## src/rtl/decode_issue_queue_pkg.sv

```systemverilog
// decode_issue_queue_pkg
// Shared definitions for the decoded-instruction path between the decoder,
// the issue queue and the dispatcher. Both the decoder and the dispatcher
// pack and unpack a packet through the field offsets below, so the queue
// itself treats a packet as an opaque DECODE_DATA_WIDTH-bit word.
package decode_issue_queue_pkg;

  localparam int DECODE_DATA_WIDTH = 126;

  // Field offsets (LSB and MSB) inside one decoded packet.
  localparam int PC_LSB             = 0;
  localparam int PC_MSB             = 31;
  localparam int INST_LSB           = 32;
  localparam int INST_MSB           = 63;
  localparam int INST_VALID_BIT     = 64;
  localparam int ALUOP_LSB          = 65;
  localparam int ALUOP_MSB          = 72;
  localparam int ALUSEL_LSB         = 73;
  localparam int ALUSEL_MSB         = 75;
  localparam int IMM_LSB            = 76;
  localparam int IMM_MSB            = 107;
  localparam int REG1_READ_EN_BIT   = 108;
  localparam int REG2_READ_EN_BIT   = 109;
  localparam int REG1_READ_ADDR_LSB = 110;
  localparam int REG1_READ_ADDR_MSB = 114;
  localparam int REG2_READ_ADDR_LSB = 115;
  localparam int REG2_READ_ADDR_MSB = 119;
  localparam int REG_WRITE_EN_BIT   = 120;
  localparam int REG_WRITE_ADDR_LSB = 121;
  localparam int REG_WRITE_ADDR_MSB = 125;

  // The same layout as a packed struct (first member is the MSB end).
  typedef struct packed {
    logic [4:0]  reg_write_addr;
    logic        reg_write_en;
    logic [4:0]  reg2_read_addr;
    logic [4:0]  reg1_read_addr;
    logic        reg2_read_en;
    logic        reg1_read_en;
    logic [31:0] imm;
    logic [2:0]  alusel;
    logic [7:0]  aluop;
    logic        inst_valid;
    logic [31:0] inst;
    logic [31:0] pc;
  } decode_pkt_t;

  // Convenience accessor used by consumers that only need the PC.
  function automatic logic [31:0] pkt_pc(input logic [DECODE_DATA_WIDTH-1:0] pkt);
    return pkt[PC_MSB:PC_LSB];
  endfunction

endpackage

```

## src/rtl/decode_issue_queue_lane_compact.sv

```systemverilog
// queue_lane_compact
// Purely combinational lane compactor. For each lane it produces the number
// of set lanes below it (the slot offset that lane is written to when sparse
// lanes are packed together) and the total number of set lanes.
// Ports:
//   lane_valid  in  N       per-lane flag
//   offset      out N*OW    lane i offset at [i*OW +: OW]
//   total       out OW      popcount of lane_valid
module queue_lane_compact #(
  parameter int N  = 2,
  parameter int OW = $clog2(N + 1)
) (
  input  logic [N-1:0]    lane_valid,
  output logic [N*OW-1:0] offset,
  output logic [OW-1:0]   total
);

  logic [OW-1:0] run;

  always_comb begin
    run    = '0;
    offset = '0;
    for (int i = 0; i < N; i++) begin
      offset[i*OW +: OW] = run;
      run = run + OW'(lane_valid[i]);
    end
    total = run;
  end

endmodule

```

## src/rtl/decode_issue_queue.sv

```systemverilog
// decode_issue_queue
// Multi-lane circular instruction queue between decoder and dispatcher.
// Accepts up to ENQ_WIDTH packets per cycle (sparse lanes are compacted),
// presents the DEQ_WIDTH oldest entries first-word fall-through, and
// retires an in-order prefix of the accepted dequeue lanes.
// Ports:
//   clk, rst       clock, synchronous active-high reset
//   flush          synchronous discard of all contents
//   enq_valid      per-lane enqueue valid, any pattern
//   enq_data       lane i at [i*DATA_WIDTH +: DATA_WIDTH]
//   enq_ready      queue can take ENQ_WIDTH packets this cycle
//   pause_decoder  ~enq_ready, back-pressure toward fetch
//   deq_valid      thermometer code, lane i valid iff count > i
//   deq_data       oldest entries, lane 0 oldest
//   deq_accept     per-lane consume request
//   count, empty   occupancy
//
// Handshake: an enqueue lane transfers on an edge where enq_valid[i] and
// enq_ready are both high (and neither flush nor rst); data offered while
// enq_ready is low is dropped and must be held upstream. A dequeue lane j
// transfers when deq_accept[j] and deq_valid[j] are high and every lower
// lane also transfers; accepts above the first non-transferring lane are
// ignored. enq_ready and deq_valid depend only on registered state.
module decode_issue_queue
  import decode_issue_queue_pkg::*;
#(
  parameter int DATA_WIDTH = DECODE_DATA_WIDTH,
  parameter int DEPTH      = 16,
  parameter int ENQ_WIDTH  = 2,
  parameter int DEQ_WIDTH  = 2,
  parameter int CNT_W      = $clog2(DEPTH) + 1
) (
  input  logic                            clk,
  input  logic                            rst,
  input  logic                            flush,
  input  logic [ENQ_WIDTH-1:0]            enq_valid,
  input  logic [ENQ_WIDTH*DATA_WIDTH-1:0] enq_data,
  output logic                            enq_ready,
  output logic                            pause_decoder,
  output logic [DEQ_WIDTH-1:0]            deq_valid,
  output logic [DEQ_WIDTH*DATA_WIDTH-1:0] deq_data,
  input  logic [DEQ_WIDTH-1:0]            deq_accept,
  output logic [CNT_W-1:0]                count,
  output logic                            empty
);

  localparam int PTR_W = $clog2(DEPTH);
  localparam int EOW   = $clog2(ENQ_WIDTH + 1);
  localparam int DOW   = $clog2(DEQ_WIDTH + 1);

  logic [DATA_WIDTH-1:0] mem [DEPTH];
  logic [PTR_W-1:0]      head_q;
  logic [PTR_W-1:0]      tail_q;
  logic [CNT_W-1:0]      count_q;

  logic [ENQ_WIDTH*EOW-1:0] enq_off;
  logic [EOW-1:0]           enq_cnt;
  logic [DEQ_WIDTH-1:0]     deq_lead;
  logic [DEQ_WIDTH*DOW-1:0] deq_off_unused;
  logic [DOW-1:0]           deq_k;
  logic                     do_enq;
  logic [EOW-1:0]           enq_cnt_eff;
  logic                     clear;

  // Status outputs come from the registered count only.
  assign enq_ready     = (CNT_W'(DEPTH) - count_q) >= CNT_W'(ENQ_WIDTH);
  assign pause_decoder = ~enq_ready;
  assign count         = count_q;
  assign empty         = (count_q == '0);

  genvar j;
  generate
    for (j = 0; j < DEQ_WIDTH; j++) begin : g_deq
      assign deq_valid[j] = count_q > CNT_W'(j);
      assign deq_data[j*DATA_WIDTH +: DATA_WIDTH] = mem[head_q + PTR_W'(j)];
    end
  endgenerate

  // Leading-ones mask of the granted accepts; its popcount is the number of
  // entries retired this cycle, so a gap in deq_accept stops retirement.
  always_comb begin
    logic run;
    run      = 1'b1;
    deq_lead = '0;
    for (int i = 0; i < DEQ_WIDTH; i++) begin
      run         = run & deq_accept[i] & deq_valid[i];
      deq_lead[i] = run;
    end
  end

  queue_lane_compact #(.N(ENQ_WIDTH), .OW(EOW)) u_enq_compact (
    .lane_valid (enq_valid),
    .offset     (enq_off),
    .total      (enq_cnt)
  );

  queue_lane_compact #(.N(DEQ_WIDTH), .OW(DOW)) u_deq_count (
    .lane_valid (deq_lead),
    .offset     (deq_off_unused),
    .total      (deq_k)
  );

  assign clear       = rst | flush;
  assign do_enq      = enq_ready & ~clear;
  assign enq_cnt_eff = do_enq ? enq_cnt : '0;

  // Storage has no reset; writes are blocked while clearing.
  always_ff @(posedge clk) begin
    for (int i = 0; i < ENQ_WIDTH; i++) begin
      if (do_enq && enq_valid[i]) begin
        mem[tail_q + PTR_W'(enq_off[i*EOW +: EOW])] <= enq_data[i*DATA_WIDTH +: DATA_WIDTH];
      end
    end
  end

  always_ff @(posedge clk) begin
    if (clear) begin
      head_q  <= '0;
      tail_q  <= '0;
      count_q <= '0;
    end else begin
      head_q  <= head_q + PTR_W'(deq_k);
      tail_q  <= tail_q + PTR_W'(enq_cnt_eff);
      count_q <= count_q + CNT_W'(enq_cnt_eff) - CNT_W'(deq_k);
    end
  end

endmodule

```

## config.mk

```make
export PLATFORM = sky130hd
export DESIGN_NAME = decode_issue_queue
export DESIGN_NICKNAME = d
export VERILOG_FILES = /design/src/rtl/decode_issue_queue_pkg.sv /design/src/rtl/decode_issue_queue_lane_compact.sv /design/src/rtl/decode_issue_queue.sv
export SDC_FILE = /design/constraint.sdc
export NUM_CORES = 2
export LEC_CHECK = 0
export CELL_PAD_IN_SITES_DETAIL_PLACEMENT = 1
export CELL_PAD_IN_SITES_GLOBAL_PLACEMENT = 2
export CORE_MARGIN = 1
export CORE_UTILIZATION = 46
export CTS_CLUSTER_SIZE = 16
export DETAILED_ROUTE_END_ITERATION = 10
export GPL_ROUTABILITY_DRIVEN = 0
export PLACE_DENSITY = 0.84
export REMOVE_ABC_BUFFERS = 1
export SYNTH_ARGS = -nofsm -noshare
export SYNTH_HDL_FRONTEND = slang
export SYNTH_SLANG_ARGS = --single-unit
```

## constraint.sdc

```tcl
create_clock -name clk -period 19.49 [get_ports clk]
set_input_delay 5.847 -clock clk [delete_from_list [all_inputs] [get_ports clk]]
set_output_delay 5.847 -clock clk [all_outputs]
set_load 0.01 [all_outputs]
```

; ---- Word level (Yosys, flattened, before mapping)
; Memories as Yosys holds them, arrays and structs flattened. A register that Yosys moved wholly into a read port is not among the register bits.
; Cells that the tools add are included.
[totals]
mem_bits_rw = 2016
out_inout_bits = 262
ff_bits = 13
n_memories = 1
[classes]
add_sub_neg = 9
n_reduce_logical = 3
order_cmp = 3
bitwise = 7
n_mux = 6
[memory_table]
columns = name, depth, width, rd, rd_clocked_by_memory_dff, wr, line_no
row1 = mem, 16, 126, 2, 1, 2, decode_issue_queue.sv:51  ; logic [DATA_WIDTH-1:0] mem [DEPTH];
[op_table]
columns = op, n
row1 = "5-bit by 1-bit greater-than comparator with 1-bit output, second input constant", 2
row2 = 4-bit by 2-bit adder with 4-bit output, 2
row3 = 5-bit by 2-bit adder with 5-bit output, 1
row4 = "5-bit by 2-bit >= comparator with 1-bit output, second input constant", 1
row5 = 5-bit zero test, 1
row6 = 5-bit by 2-bit subtractor with 5-bit output, 1
row7 = "5-bit subtractor, first input constant", 1
row8 = 1-bit by 1-bit adder with 2-bit output, 2
row9 = 4-bit by 1-bit adder with 4-bit output, 1
row10 = "4-bit by 1-bit adder with 4-bit output, second input constant", 1
row11 = 1-bit bitwise AND, 4
row12 = 1-bit two-way mux, 4
row13 = 4-bit two-way mux, 1
row14 = 1-bit logical AND, 2
row15 = 2-bit two-way mux, 1
row16 = 1-bit inverter, 2
row17 = 1-bit bitwise OR, 1

; ---- Longest topological paths before layout
[logic_depth]
word_depth = 7
ltp_mapped = 17
mapped_depth_nobuf = 16

; ---- By module
; A second synthesis with hierarchy kept.
[hier_totals]
hier_cells = 7581
hier_area_um2 = 116541.8
[by_module_without_submodules]
columns = mod, instances, seq_area_each_um2, cells_per_inst, area_per_inst_um2
row1 = decode_issue_queue, 1, 60798.3, 7569, 116449.2
row2 = queue_lane_compact, 2, 0.0, 6, 46.3

; ---- Worst setup path after synthesis
; OpenSTA, ideal clock, no wires.
[synth_path]
path_kind = input to register
from = in flush
to = mem mem[10][0] (netlist name), enable pin
stages = 4
setup_slack_ps = 3423
arrival_time_ps = 15282
n_path_buf = 1
path_cell_list = nor2_1 > clkbuf_1 > nand4_1 > o21ai_0
[synth_rtl]
columns = item, line_no
row1 = from (decl), decode_issue_queue.sv:35  ; input logic flush,
row2 = to (decl), decode_issue_queue.sv:51

==> impl_metrics.env <==
export IMPL_grtUsageMet1=0.4759
export IMPL_cp_num_buf_inv=5
export IMPL_crit_type="register to output port"
export IMPL_area_growth_pct=11.97
export IMPL_rsz0062_at_grt="no"
export IMPL_use_met3=0.09663
export IMPL_crit_chain="buf_12 -> buf_4 -> buf_4 -> buf_4 -> mux4_2 -> mux4_2 -> clkdlybuf4s50_1"
export IMPL_drive_above_1_share=0.2431
export IMPL_cts_buffers=221
export IMPL_grt_first_pass_wirelength_mm=648.7
export IMPL_power_density_nw_per_um2=98.29
export IMPL_port_buffers=520
export IMPL_min_path_type="register to register"
export IMPL_routed_wirelength_mm=458.5
export IMPL_io_pins=521
export IMPL_fin_crit_ns=12.68
export IMPL_gr_usage_met2=0.5570
export IMPL_power_leakage_nw=37.03
export IMPL_crit_path_frequent_cell="buf_4"
export IMPL_ys_seq_area_frac=0.5273
export IMPL_clkLatencyLatePin_ns=0.90
export IMPL_detail_route_antenna_nets=0
export IMPL_synth_edf_count=2016
export IMPL_drc=0
export IMPL_drtPass1Iterations=7
export IMPL_clk_pin_slew_ns=0.06
export IMPL_peakVddDrop_mv=0.1092
export IMPL_multi_input_area_um2=49910
export IMPL_ys_types=52
export IMPL_cts_tree="yes"
export IMPL_grt_max_degree=162
export IMPL_outcome="complete, no violations"
export IMPL_crit_path_top_delay_cell="buf_4"
export IMPL_grt_usage=0.3618
export IMPL_fmax_mhz=78.89
export IMPL_die_y_um=502.6
export IMPL_start_kind="register"
export IMPL_maxCapViolCount=0
export IMPL_coreArea_um2=248900
export IMPL_cp_max_fo=93
export IMPL_syn_inst=7183
export IMPL_finalHoldViolations=0
export IMPL_h_tree_depth=4
export IMPL_cts_sinks=2029
export IMPL_die_w_um=502.6
export IMPL_critPathArrivalTime_ns=6.83
export IMPL_avgRoutedWirePerCell_um=43.40
export IMPL_dp_final_hpwl_mm=237.7
export IMPL_n_fill_cell=22790
export IMPL_tightest_slew_ns=1.380
export IMPL_ys_ff_latch=2029
export IMPL_rows=183
export IMPL_grt_overflow=0
export IMPL_critPathRequiredTime_ns=13.64
export IMPL_dieArea_um2=252600
export IMPL_fin_tns_setup_ns=0
export IMPL_cts_max_path_buffers=3
export IMPL_synthArstFlopShare=0
export IMPL_ys_flop_type="edfxtp_1"
export IMPL_num_nets_final=7302
export IMPL_drtIter0Drc=12920
export IMPL_drv_slew=0
export IMPL_setup_viol=0
export IMPL_clockRootBuffer="clkbuf_16"
export IMPL_min_period_over_period=0.6504
export IMPL_cp_top_family="buffers and inverters"
export IMPL_cts_hold_buf=0
export IMPL_fin_util=0.5187
export IMPL_vias=83170
export IMPL_end_kind="output port"
export IMPL_ys_warn_count=0
export IMPL_syn_area_um2=115300
export IMPL_cp_slowest_stage_delay_ns=0.88
export IMPL_seqCellArea_um2=60810
export IMPL_cts_setup_buffers=0
export IMPL_relSlewSlack=0.07984
export IMPL_grt_antenna_before_repair=56
export IMPL_clock_skew_ns=0.04180
export IMPL_vias_per_cell=7.873
export IMPL_start_util=0.4632
export IMPL_syn_area_per_cell_um2=16.05
export IMPL_grt_pass1_vias=86690
export IMPL_ctsResizeCount=0
export IMPL_busiest_layer="met2"
## per-layer routing
layer	vias up	part of all wire
li1	30950	-
met3	1318	0.13
met5	-	0.00056
met2	7011	0.46
met4	38	0.049
met1	43860	0.35
## Yosys cell counts, types with 12 or more instances
cell / instances / area (um2)
a41o_1: 12 / 120.1
a32oi_1: 13 / 113.9
clkbuf_1: 385 / 1445
buf_2: 466 / 2332
a21oi_1: 18 / 90.09
nand2_1: 352 / 1321
o21ai_1: 20 / 100.1
nor2_1: 13 / 48.80
edfxtp_1: 2016 / 60540
buf_4: 54 / 405.4
ha_1: 21 / 262.8
mux2i_1: 12 / 120.1
o21ai_0: 249 / 1246
nand3_1: 35 / 175.2
o2bb2ai_1: 2016 / 17660
dfxtp_1: 13 / 260.3
buf_6: 17 / 191.4
buf_1: 157 / 589.3
mux4_2: 1224 / 27570
inv_1: 19 / 71.32
## cells by family (layout without fill, tap and decap cells)
kind of cell	after synthesis	after routing	share of synthesized area
AOI/OAI and AO/OA	2345	2345	0.1691
other	0	33	0
adders and majority gates	25	25	0.002974
xor gates and xnor gates	10	10	0.0007596
and+or+nand+nor	440	440	0.01602
muxes	1236	1236	0.2401
DFF	2029	2029	0.5273
buffers and inverters	1098	1117	0.04367
## registers in the layout, indices dropped and copies added, names as in the netlist
name,flops
mem,2016
count,5
tail_q,4
head_q,4
## report_power, final
| part | switching (W) | leakage (nW) | internal, W |
|---|---|---|---|
| Clock | 0.00186 | 3.49 | 0.00244 |
| Combinational | 0.00172 | 15.3 | 0.00169 |
| Sequential | 0.0000591 | 18.3 | 0.00491 |
| Total | 0.00365 | 37.0 | 0.00904 |
## cells in the final DEF (no fill, tap or decap), drive strengths merged, types with 2 or more instances in the layout
master	netlist	routed
clkdlybuf4s50	0	520
nand3	35	35
clkinv	0	91
o2111ai	2	2
xor2	4	4
o211ai	7	7
mux2i	12	12
or2	2	2
nand2b	4	4
dfxtp	13	13
nand2	356	356
nor2b	7	7
or3	2	2
fa	4	4
clkbuf	385	272
clkinvlp	0	10
and2	7	7
edfxtp	2016	2016
o31ai	2	2
nor2	13	13
buf	694	171
inv	19	26
bufinv	0	27
o2bb2ai	2016	2016
a32oi	13	13
and3	5	5
diode	0	33
a21oi	19	19
o21ai	269	269
a41o	12	12
xnor2	6	6
mux4	1224	1224
ha	21	21
## layout make-up
cell class / count / share of cell area
flip-flops and latches: 2029 / 0.4711
diodes: 33 / 0.0006397
repair buffers: 691 / 0.05288
well taps: 3330 / 0.03227
clock inverters: 135 / 0.01168
inverters: 19 / 0.0005524
multi-input cells: 4056 / 0.3866
clock buffers: 272 / 0.04432
## path summary, 6_finish.rpt
check / startpoint / endpoint / slack, ns / cells past startpoint
hold reg to reg: tail_q[0] / tail_q[0] / 0.71 / 2
hold / removal: tail_q[0] / tail_q[0] / 0.71 / 2
setup / recovery: head_q[1] / deq_data[81] / 6.81 / 7
setup reg to reg: count[2] / mem[3][16] / 13.38 / 11
## through the flow
step	std cells	hold WS [ns]	total power [W]	setup WS, ns	instance area, um2
2_1_floorplan	6104	0.5961	0.009837	-30.96	110300
3_3_place_gp	10130	0.6665	0.008363	7.717	121800
3_5_place_dp	10130	0.6788	0.008421	7.648	121800
4_1_cts	10530	0.6920	0.01267	6.674	129000
5_1_grt	10560	0.7325	0.01297	6.360	129100
6_report	10570	0.7102	0.01269	6.814	129100
## worst min-delay path: cells and delay by family (launching register included)
family	cells	cell delay, ns
DFF	1	0.42
adders and majority gates	1	0.16
and+or+nand+nor	1	0.10
No activity file was read; power rests on OpenSTA's default activity.
